## config.mk

```make
export PLATFORM = sky130hd
export DESIGN_NAME = zxuno_regport_flat
export DESIGN_NICKNAME = d
export VERILOG_FILES = /design/src/rtl/zxuno_regport_if.sv /design/src/rtl/zxuno_regport.sv /design/src/flat_wrapper.sv
export SDC_FILE = /design/constraint.sdc
export NUM_CORES = 1
export LEC_CHECK = 0
export BUFFER_PORTS_ARGS = -buffer_cell sky130_fd_sc_hd__buf_2
export CELL_PAD_IN_SITES_DETAIL_PLACEMENT = 0
export CELL_PAD_IN_SITES_GLOBAL_PLACEMENT = 1
export CORE_MARGIN = 2
export CORE_UTILIZATION = 28
export CTS_CLUSTER_SIZE = 25
export DETAILED_ROUTE_END_ITERATION = 8
export PLACE_DENSITY = 0.85
export SETUP_SLACK_MARGIN = 0.15
export SYNTH_ARGS = -nofsm -noshare
export SYNTH_HDL_FRONTEND = slang
export SYNTH_SLANG_ARGS = --single-unit
```

## constraint.sdc

```tcl
create_clock -name clk -period 1.73 [get_ports clk]
set_clock_uncertainty 0.1 [all_clocks]
set_input_delay 0.0865 -clock clk [delete_from_list [all_inputs] [get_ports clk]]
set_output_delay 0.0865 -clock clk [all_outputs]
set_load 0.03 [all_outputs]
```

## src/rtl/zxuno_regport_if.sv

```systemverilog
// rtl/zxuno_regport_if.sv - Z80 I/O bus and register-slave signals of the ZX-Uno register port
interface zxuno_regport_if;
    logic [15:0] a;
    logic        iorq_n;
    logic        rd_n;
    logic        wr_n;
    logic [7:0]  din;
    logic [7:0]  dout;
    logic        oe;
    logic [7:0]  addr;
    logic        addr_chg;
    logic [7:0]  reg_rdata;
    logic [7:0]  reg_wdata;
    logic        reg_rd;
    logic        reg_rd_stb;
    logic        reg_wr_stb;

    modport slave (
        input  a, iorq_n, rd_n, wr_n, din, reg_rdata,
        output dout, oe, addr, addr_chg, reg_wdata, reg_rd, reg_rd_stb, reg_wr_stb
    );

    modport master (
        output a, iorq_n, rd_n, wr_n, din, reg_rdata,
        input  dout, oe, addr, addr_chg, reg_wdata, reg_rd, reg_rd_stb, reg_wr_stb
    );
endinterface

```

## src/rtl/zxuno_regport.sv

```systemverilog
// rtl/zxuno_regport.sv - ZX-Uno register-port controller (index/data ports, read/write strobes)
// Define ZXUNO_REGPORT_AUTOINC_EN to decode the control port and enable index auto-increment.
module zxuno_regport (
    input  logic            clk,
    input  logic            rst_n,
    zxuno_regport_if.slave  bus
);
    localparam logic [15:0] IOADDR = 16'hFC3B;
    localparam logic [15:0] IODATA = 16'hFD3B;

    logic       w_io_rd;
    logic       w_io_wr;
    logic       w_addr_wr;
    logic       w_addr_rd;
    logic       w_data_rd;
    logic       w_data_wr;
    logic       w_addr_wr_rise;
    logic       w_data_rd_rise;
    logic       w_data_wr_rise;
    logic       w_data_end;
    logic       w_autoinc;
    logic       w_ctrl_rd;

    logic [7:0] r_addr;
    logic       r_addr_chg;
    logic [7:0] r_wdata;
    logic       r_rd_stb;
    logic       r_wr_stb;
    logic       r_prev_addr_wr;
    logic       r_prev_data_rd;
    logic       r_prev_data_wr;

    assign w_io_rd   = !bus.iorq_n && !bus.rd_n;
    assign w_io_wr   = !bus.iorq_n && !bus.wr_n;
    assign w_addr_wr = w_io_wr && (bus.a == IOADDR);
    assign w_addr_rd = w_io_rd && (bus.a == IOADDR);
    assign w_data_rd = w_io_rd && (bus.a == IODATA);
    assign w_data_wr = w_io_wr && (bus.a == IODATA);

    assign w_addr_wr_rise = w_addr_wr && !r_prev_addr_wr;
    assign w_data_rd_rise = w_data_rd && !r_prev_data_rd;
    assign w_data_wr_rise = w_data_wr && !r_prev_data_wr;
    // End of a data-port access: the index advances only once the slave is done with it.
    assign w_data_end     = (r_prev_data_rd && !w_data_rd) || (r_prev_data_wr && !w_data_wr);

`ifdef ZXUNO_REGPORT_AUTOINC_EN
    localparam logic [15:0] IOCTRL = 16'hFE3B;

    logic w_ctrl_wr;
    logic r_prev_ctrl_wr;
    logic r_autoinc;

    assign w_ctrl_wr = w_io_wr && (bus.a == IOCTRL);
    assign w_ctrl_rd = w_io_rd && (bus.a == IOCTRL);
    assign w_autoinc = r_autoinc;

    always_ff @(posedge clk) begin
        if (!rst_n) begin
            r_prev_ctrl_wr <= 1'b0;
            r_autoinc      <= 1'b0;
        end else begin
            r_prev_ctrl_wr <= w_ctrl_wr;
            if (w_ctrl_wr && !r_prev_ctrl_wr) begin
                r_autoinc <= bus.din[0];
            end
        end
    end
`else
    assign w_ctrl_rd = 1'b0;
    assign w_autoinc = 1'b0;
`endif

    always_ff @(posedge clk) begin
        if (!rst_n) begin
            r_addr         <= 8'h00;
            r_addr_chg     <= 1'b1;
            r_wdata        <= 8'h00;
            r_rd_stb       <= 1'b0;
            r_wr_stb       <= 1'b0;
            r_prev_addr_wr <= 1'b0;
            r_prev_data_rd <= 1'b0;
            r_prev_data_wr <= 1'b0;
        end else begin
            r_prev_addr_wr <= w_addr_wr;
            r_prev_data_rd <= w_data_rd;
            r_prev_data_wr <= w_data_wr;
            r_rd_stb       <= w_data_rd_rise;
            r_wr_stb       <= w_data_wr_rise;
            if (w_data_wr_rise) begin
                r_wdata <= bus.din;
            end
            // An explicit index write beats a coincident end-of-access increment.
            if (w_addr_wr_rise) begin
                r_addr     <= bus.din;
                r_addr_chg <= 1'b1;
            end else if (w_autoinc && w_data_end) begin
                r_addr     <= r_addr + 8'd1;
                r_addr_chg <= 1'b1;
            end else begin
                r_addr_chg <= 1'b0;
            end
        end
    end

    always_comb begin
        bus.dout = r_addr;
        bus.oe   = 1'b0;
        if (w_addr_rd) begin
            bus.dout = r_addr;
            bus.oe   = 1'b1;
        end else if (w_data_rd) begin
            bus.dout = bus.reg_rdata;
            bus.oe   = 1'b1;
        end else if (w_ctrl_rd) begin
            bus.dout = {7'b0, w_autoinc};
            bus.oe   = 1'b1;
        end
    end

    assign bus.addr       = r_addr;
    assign bus.addr_chg   = r_addr_chg;
    assign bus.reg_wdata  = r_wdata;
    assign bus.reg_rd     = w_data_rd;
    assign bus.reg_rd_stb = r_rd_stb;
    assign bus.reg_wr_stb = r_wr_stb;
endmodule

```

## src/flat_wrapper.sv

```systemverilog
// flat-port wrapper written by rule: the top's interface ports become plain ports
module zxuno_regport_flat 
  (clk, rst_n, bus_a, bus_iorq_n, bus_rd_n, bus_wr_n, bus_din, bus_reg_rdata, bus_dout, bus_oe, bus_addr, bus_addr_chg, bus_reg_wdata, bus_reg_rd, bus_reg_rd_stb, bus_reg_wr_stb);
  zxuno_regport_if bus_i ();
  input  logic clk;
  input  logic rst_n;
  input wire logic [$bits(bus_i.a)-1:0] bus_a;
  input wire logic [$bits(bus_i.iorq_n)-1:0] bus_iorq_n;
  input wire logic [$bits(bus_i.rd_n)-1:0] bus_rd_n;
  input wire logic [$bits(bus_i.wr_n)-1:0] bus_wr_n;
  input wire logic [$bits(bus_i.din)-1:0] bus_din;
  input wire logic [$bits(bus_i.reg_rdata)-1:0] bus_reg_rdata;
  output wire logic [$bits(bus_i.dout)-1:0] bus_dout;
  output wire logic [$bits(bus_i.oe)-1:0] bus_oe;
  output wire logic [$bits(bus_i.addr)-1:0] bus_addr;
  output wire logic [$bits(bus_i.addr_chg)-1:0] bus_addr_chg;
  output wire logic [$bits(bus_i.reg_wdata)-1:0] bus_reg_wdata;
  output wire logic [$bits(bus_i.reg_rd)-1:0] bus_reg_rd;
  output wire logic [$bits(bus_i.reg_rd_stb)-1:0] bus_reg_rd_stb;
  output wire logic [$bits(bus_i.reg_wr_stb)-1:0] bus_reg_wr_stb;
  assign bus_i.a = bus_a;
  assign bus_i.iorq_n = bus_iorq_n;
  assign bus_i.rd_n = bus_rd_n;
  assign bus_i.wr_n = bus_wr_n;
  assign bus_i.din = bus_din;
  assign bus_i.reg_rdata = bus_reg_rdata;
  assign bus_dout = bus_i.dout;
  assign bus_oe = bus_i.oe;
  assign bus_addr = bus_i.addr;
  assign bus_addr_chg = bus_i.addr_chg;
  assign bus_reg_wdata = bus_i.reg_wdata;
  assign bus_reg_rd = bus_i.reg_rd;
  assign bus_reg_rd_stb = bus_i.reg_rd_stb;
  assign bus_reg_wr_stb = bus_i.reg_wr_stb;
  zxuno_regport u_core (.clk(clk), .rst_n(rst_n), .bus(bus_i));
endmodule
```

==> results of run 1 <==
==> stage by stage <==
step	utilization	area, µm²	hold slack, ps	cells	power, W
6_report	0.492	1620	59.3	220	0.000886
5_1_grt	0.492	1620	57.2	220	0.000921
4_1_cts	0.489	1610	50.3	220	0.000887
3_5_place_dp	0.408	1340	200	204	0.000588
3_3_place_gp	0.408	1340	193	204	0.000586
2_1_floorplan	-	955	58.9	94	0.000543
==> critical path, cell delays in order <==
cell      delay, ps
buf_6            90
and4bb_1        310
nand4_4         130
nor3_4          180
buf_6           180
mux2_4          310
buf_6           140
==> power breakdown <==
group,internal (W),switching [W],total [W]
logic,0.0000579,0.0000387,0.0000966
clock network,0.000128,0.000154,0.000282
registers,0.000508,0.000000191,0.000508
total,0.000694,0.000192,0.000886
==> sequential cells by signal, indices dropped and copies added, names as in the netlist <==
| name | count |
|---|---|
| u_core.bus.addr | 8 |
| u_core.bus.reg_wdata | 8 |
| u_core.bus.addr_chg | 1 |
| u_core.bus.reg_rd_stb | 1 |
| u_core.bus.reg_wr_stb | 1 |
| u_core.r_prev_addr_wr | 1 |
| u_core.r_prev_data_rd | 1 |
| u_core.r_prev_data_wr | 1 |
==> timing repair <==
action                                  CTS  global route
gates resized for setup                  29             2
hold buffers                             11             0
setup buffers                             1             0
pin swaps                                 3             3
endpoints found under the setup margin    8             8
hold endpoints to repair                 19             0
==> synth_stat cells <==
cell,number
buf_2,1
and4b_1,1
nor2_1,4
nand2b_1,1
buf_6,1
mux2_2,8
nor3_1,1
mux2i_1,16
or3b_2,1
clkbuf_1,3
nand2_1,25
and4bb_1,1
and4_1,1
inv_1,1
dfxtp_1,22
and4bb_2,1
or4_4,1
or3_1,1
and3b_1,1
and2_1,1
nand4_2,1
nor3_2,1
==> kinds of logic (layout without fill, tap and decap cells) <==
| kind of cell | count (synthesis) | in the layout | synth area share |
|---|---|---|---|
| muxes | 24 | 24 | 0.264 |
| and+or+nand+nor | 42 | 42 | 0.240 |
| DFF | 22 | 22 | 0.464 |
| buffers and inverters | 6 | 86 | 0.0329 |
==> final timing paths <==
path                             end  slack, ps  cells past startpoint
max                      bus_dout[0]        120                      7
min            u_core.r_prev_data_wr         60                      3
max reg2reg  u_core.bus.reg_wdata[0]        370                      3
min reg2reg  u_core.bus.reg_wdata[2]        380                      2
==> cell type report <==
| class | count | area share |
|---|---|---|
| tap | 46 | 0.0356 |
| multi-input combinational | 66 | 0.327 |
| clock buffer | 4 | 0.0225 |
| sequential | 22 | 0.273 |
| inverter | 1 | 0.00232 |
| timing repair buffer | 81 | 0.340 |
==> routing by layer <==
layer / vias up / part of all wire / wire length, µm / track usage
li1: 479 / - / - / -
met1: 450 / 0.42 / 1150 / 0.146
met2: 38 / 0.50 / 1350 / 0.260
met3: 2 / 0.066 / 177 / 0.0290
met4: 0 / 0.010 / 27 / 0.0667
met5: - / 0 / 0 / 0
==> impl_metrics.csv, run 1 <==
group,metric,value,unit
outcome,outcome,"finished, final reports clean",
sta,fin_crit_sh,0.929,
placement,preCtsSetupSlack,48.9,ps
synthesis,synth_fp_nets,131,
placement,port_buffers,65,
sta,maxSlewHeadroom,0.714,
synthesis,syn_inst,94,
synthesis,ys_seq_area_frac,0.464,
detailed_routing,route.detailed.drc,0,
detailed_routing,postRouteAntennaNets,0,
synthesis,yosysTopAreaCellShare,0.464,
finish,area_growth,70.1,%
power_and_ir_drop,peakVddDrop,0.289,mV
worst_hold_path,hp-class,"input port to flop",
finish,mostFrequentLayoutCells,"buf_2 (54), nand2_1 (25), dfxtp_1 (22), mux2i_1 (16), buf_6 (13)",
finish,drive_gt1_frac,0.506,
finish,layout_commonest_cell,"buf_2",
global_route,gr-usage-all-layers,0.138,
synthesis,syn_area_per_cell,10.1,µm²
finish,fillers,308,
worst_hold_path,hold_path.startpoint,"rst_n",
floorplan,start_util,0.289,
global_route,grt_pass1_vias,1031,
finish,seq_area,440,µm²
sta,grt_setup_unrepaired,"true",
clocking,htreeDepth,1,
power_and_ir_drop,power_density,549,nW/µm²
detailed_routing,drt-total-wl,2700,µm
detailed_routing,drt-pass1-iter-count,2,
synthesis,synth_warnings,0,
placement,hpwl,1970,µm
finish,multi_input_area,528,µm²
setup_path,reg2reg_from,"u_core.r_prev_data_wr",
synthesis,synth_area,950,µm²
detailed_routing,wire_per_inst,12.3,µm
synthesis,yosysUniqueCellTypes,22,
synthesis,yosysTopAreaCell,"dfxtp_1",
clocking,cts.sinks,22,
clocking,clk_pin_slew,120,ps
sta,clock.fmax,622,MHz
finish,num_antenna_cells,0,
sta,hold_violations,0,
clocking,cts_buffers,3,
detailed_routing,drt-vias-per-instance,4.40,
finish,finalNetCount,212,
setup_path,endpoint_kind,"primary output",
floorplan,fp-row-count,21,
setup_path,critPathKind,"input port to primary output",
setup_path,required,1540,ps
detailed_routing,drt-initial-drc-count,13,
global_route,grt_start_max_net_pins,28,
floorplan,fp.coreArea,3280,µm²
global_route,grt_pass1_wl,4330,µm
clocking,clk_latency,300,ps
sta,finalSetupViolations,0,
setup_path,worstPathArrival,1420,ps
setup_path,startpoint,"bus_a[7]",
floorplan,ios,66,
power_and_ir_drop,p_leak,0.898,nW
setup_path,cp-start-kind,"input port",
floorplan,die_width,62.2,µm
sta,slew_viol_final,0,
sta,final.setup.worst_slack,122,ps
setup_path,crit_fanout,5,
detailed_routing,vias,969,
floorplan,die-area,3870,µm²
clocking,cts_tree,"built",
global_route,antenna_found_initial,0,
global_route,grt-ovfl-total,0,
synthesis,ys_top_cells_by_area,"dfxtp_1 (46%), mux2i_1 (17%), nand2_1 (9.9%)",
clocking,cts.path.max_buffers,2,
sta,finalSetupTns,0,ps
placement,place_congestion,0.723,
clocking,clockRootBuffer,"clkbuf_4",
job,cap_viol_max_count,0,
sta,final.min_clock_period,1610,ps
synthesis,ys_ff_latch,22,
floorplan,die_h,62.2,µm
sta,worst_pin_slew,429,ps
Power figures use the tool's default switching activity.
==> run 2: changes to the inputs <==
BUFFER_PORTS_ARGS = unset   (was -buffer_cell sky130_fd_sc_hd__buf_2)
CORE_UTILIZATION = 35   (was 28)
DONT_BUFFER_PORTS = 1   (was unset)
PLACE_DENSITY = 0.68   (was 0.85)
RECOVER_POWER = 25   (was unset)
==> run 2 against run 1 <==
Combinational power is 54% lower; register-to-register slack worse by 170 ps; sequential power about the same; utilization rose by 4.1 points; maximum frequency up 4.9%; non-clock buffer count shrank 46; flip-flop and latch count stayed put; clock power shrank 18%; final area is 17% lower; critical path type is now flop to flop; critical endpoint is now u_core.bus.addr[6].
==> impl_metrics.csv, run 2 (synthesis gave the netlist of run 1 again) <==
group,metric,value,unit
outcome,outcome,"finished, final reports clean",
global_route,grt_use_met1,0.188,
sta,slew_viol_final,0,
job,cap_viol_max_count,0,
global_route,met2_usage,0.272,
clocking,htreeDepth,1,
finish,fillers,253,
sta,clock.fmax,653,MHz
floorplan,start_util,0.376,
global_route,antenna_found_initial,0,
sta,hold_slack,189,ps
floorplan,fp.coreArea,2520,µm²
sta,finalSetupViolations,0,
floorplan,die-area,3150,µm²
setup_path,startpoint,"u_core.bus.addr[6]",
power_and_ir_drop,peakVddDrop,0.335,mV
setup_path,crit_end,"u_core.bus.addr[6]",
power_and_ir_drop,power.internal,0.000616,W
finish,drive_gt1_frac,0.150,
finish,layout_commonest_cell,"dlygate4sd3_1",
clocking,post_cts_buffers,0,
sta,hold_violations,0,
power_and_ir_drop,clkPwrFrac,0.294,
detailed_routing,drt-pass1-iter-count,3,
sta,maxSlewHeadroom,0.629,
floorplan,fp-row-count,18,
setup_path,crit_family,"buffers and inverters",
power_and_ir_drop,combPwrFrac,0.057,
sta,final.min_clock_period,1530,ps
setup_path,crit_buf_inv,1,
global_route,grt_start_max_net_pins,21,
power_and_ir_drop,switching_share,0.217,
setup_path,crit_fanout,3,
setup_path,required,1860,ps
detailed_routing,postRouteAntennaNets,0,
power_and_ir_drop,power_density,585,nW/µm²
floorplan,ios,66,
placement,place_congestion,0.701,
floorplan,die_h,56.1,µm
sta,worst_pin_slew,554,ps
global_route,grt_busiest_layer,"met2",
power_and_ir_drop,p_leak,0.606,nW
clocking,clockRootBuffer,"clkbuf_4",
setup_path,reg2reg_from,"u_core.bus.addr[6]",
global_route,gr-usage-all-layers,0.159,
sta,finalSetupTns,0,ps
detailed_routing,route.detailed.drc,0,
clocking,cts.path.max_buffers,2,
power_and_ir_drop,seq_power_share,0.649,
setup_path,r2r_slack,200,ps
setup_path,slowest_delay,570,ps
clocking,cts.sinks,22,
power_and_ir_drop,switching_power,0.000170,W
placement,preCtsSetupSlack,170,ps
detailed_routing,wire_per_inst,15.8,µm
sta,fin_crit_sh,0.886,
setup_path,worstPathArrival,1660,ps
global_route,grt_pass1_vias,830,
finish,num_antenna_cells,0,
clocking,cts_tree,"built",
detailed_routing,drt-vias-per-instance,5.11,
setup_path,critPathKind,"flop to flop",
sta,grt_setup_unrepaired,"false",
finish,mostFrequentLayoutCells,"dlygate4sd3_1 (33), nand2_1 (25), dfxtp_1 (22), mux2i_1 (16), mux2_2 (8)",
floorplan,die_width,56.1,µm
setup_path,cp-start-kind,"flop",
detailed_routing,drt-initial-drc-count,6,
worst_hold_path,hp-class,"input port to primary output",
global_route,grt_pass1_wl,3940,µm
detailed_routing,vias,803,
placement,hpwl,1450,µm
setup_path,endpoint_kind,"flop",
finish,multi_input_area,494,µm²
clocking,clk_pin_slew,120,ps
global_route,grt-ovfl-total,0,
finish,seq_area,440,µm²
global_route,met3_usage,0.0605,
setup_path,cpMaxStageDelayCell,"dlygate4sd3_1",
setup_path,r2r-end,"u_core.bus.addr[6]",
finish,area_growth,41.5,%
finish,finalNetCount,166,
setup_path,crit_chain,"nand2_1, dlygate4sd3_1, mux2i_1",
finish,final_core_util,0.533,
detailed_routing,drt-total-wl,2480,µm
setup_path,cp.depth,3,
placement,port_buffers,0,
clocking,cts_buffers,3,
setup_path,ff2ff_path_depth,3,
clocking,clk_latency,300,ps
sta,final.setup.worst_slack,198,ps
[run 2: worst min path at each step]
stage          cells past startpoint      from               endpoint  slack (ps)
6_report                           1  bus_rd_n                 bus_oe         190
5_1_grt                            1  bus_rd_n                 bus_oe         190
4_1_cts                            1  bus_rd_n                 bus_oe         190
3_5_place_dp                       1     rst_n    u_core.bus.addr_chg          50
3_3_place_gp                       1     rst_n    u_core.bus.addr_chg          50
2_1_floorplan                      1  bus_a[8]  u_core.r_prev_addr_wr          60
[run 2: layer usage]
metal / vias up / wire, µm
li1: 388 / -
met1: 384 / 1010
met2: 29 / 1250
met3: 2 / 211
met4: 0 / 8
met5: - / 0
[run 2: area by class of cell]
class                      count  share of cell area
multi-input combinational     66               0.368
sequential                    22               0.328
timing repair buffer          35               0.257
tap                           30              0.0279
clock buffer                   3              0.0168
inverter                       1             0.00279
[run 2: power by group through the flow]
stage | registers (W) | logic (W) | clock network (W)
after CTS | 0.000511 | 0.0000427 | 0.000236
after global routing | 0.000511 | 0.0000482 | 0.000255
after floorplan | 0.000522 | 0.0000211 | 0
final | 0.000510 | 0.0000445 | 0.000231
after global placement | 0.000522 | 0.0000157 | 0
after detailed placement | 0.000522 | 0.0000154 | 0
[run 2: worst register-to-register path, delay by kind of cell (launching register included)]
kind,cells,cell delay (ps)
buffers and inverters,1,570
flip-flops,1,540
multiplexers,1,160
AND/OR/NAND/NOR,1,100
[run 2: timing repair]
action	in CTS	in global routing
resized for setup	0	4
hold buffers	33	0
setup endpoints to repair	0	13
hold endpoints to repair	22	0
[run 2: through the flow]
| stage | instances | power [W] | cell area, µm² |
|---|---|---|---|
| floorplan | 94 | 0.000543 | 955 |
| global placement | 121 | 0.000538 | 980 |
| detailed placement | 121 | 0.000537 | 980 |
| CTS | 157 | 0.000790 | 1330 |
| global route | 157 | 0.000814 | 1340 |
| finish | 157 | 0.000786 | 1340 |
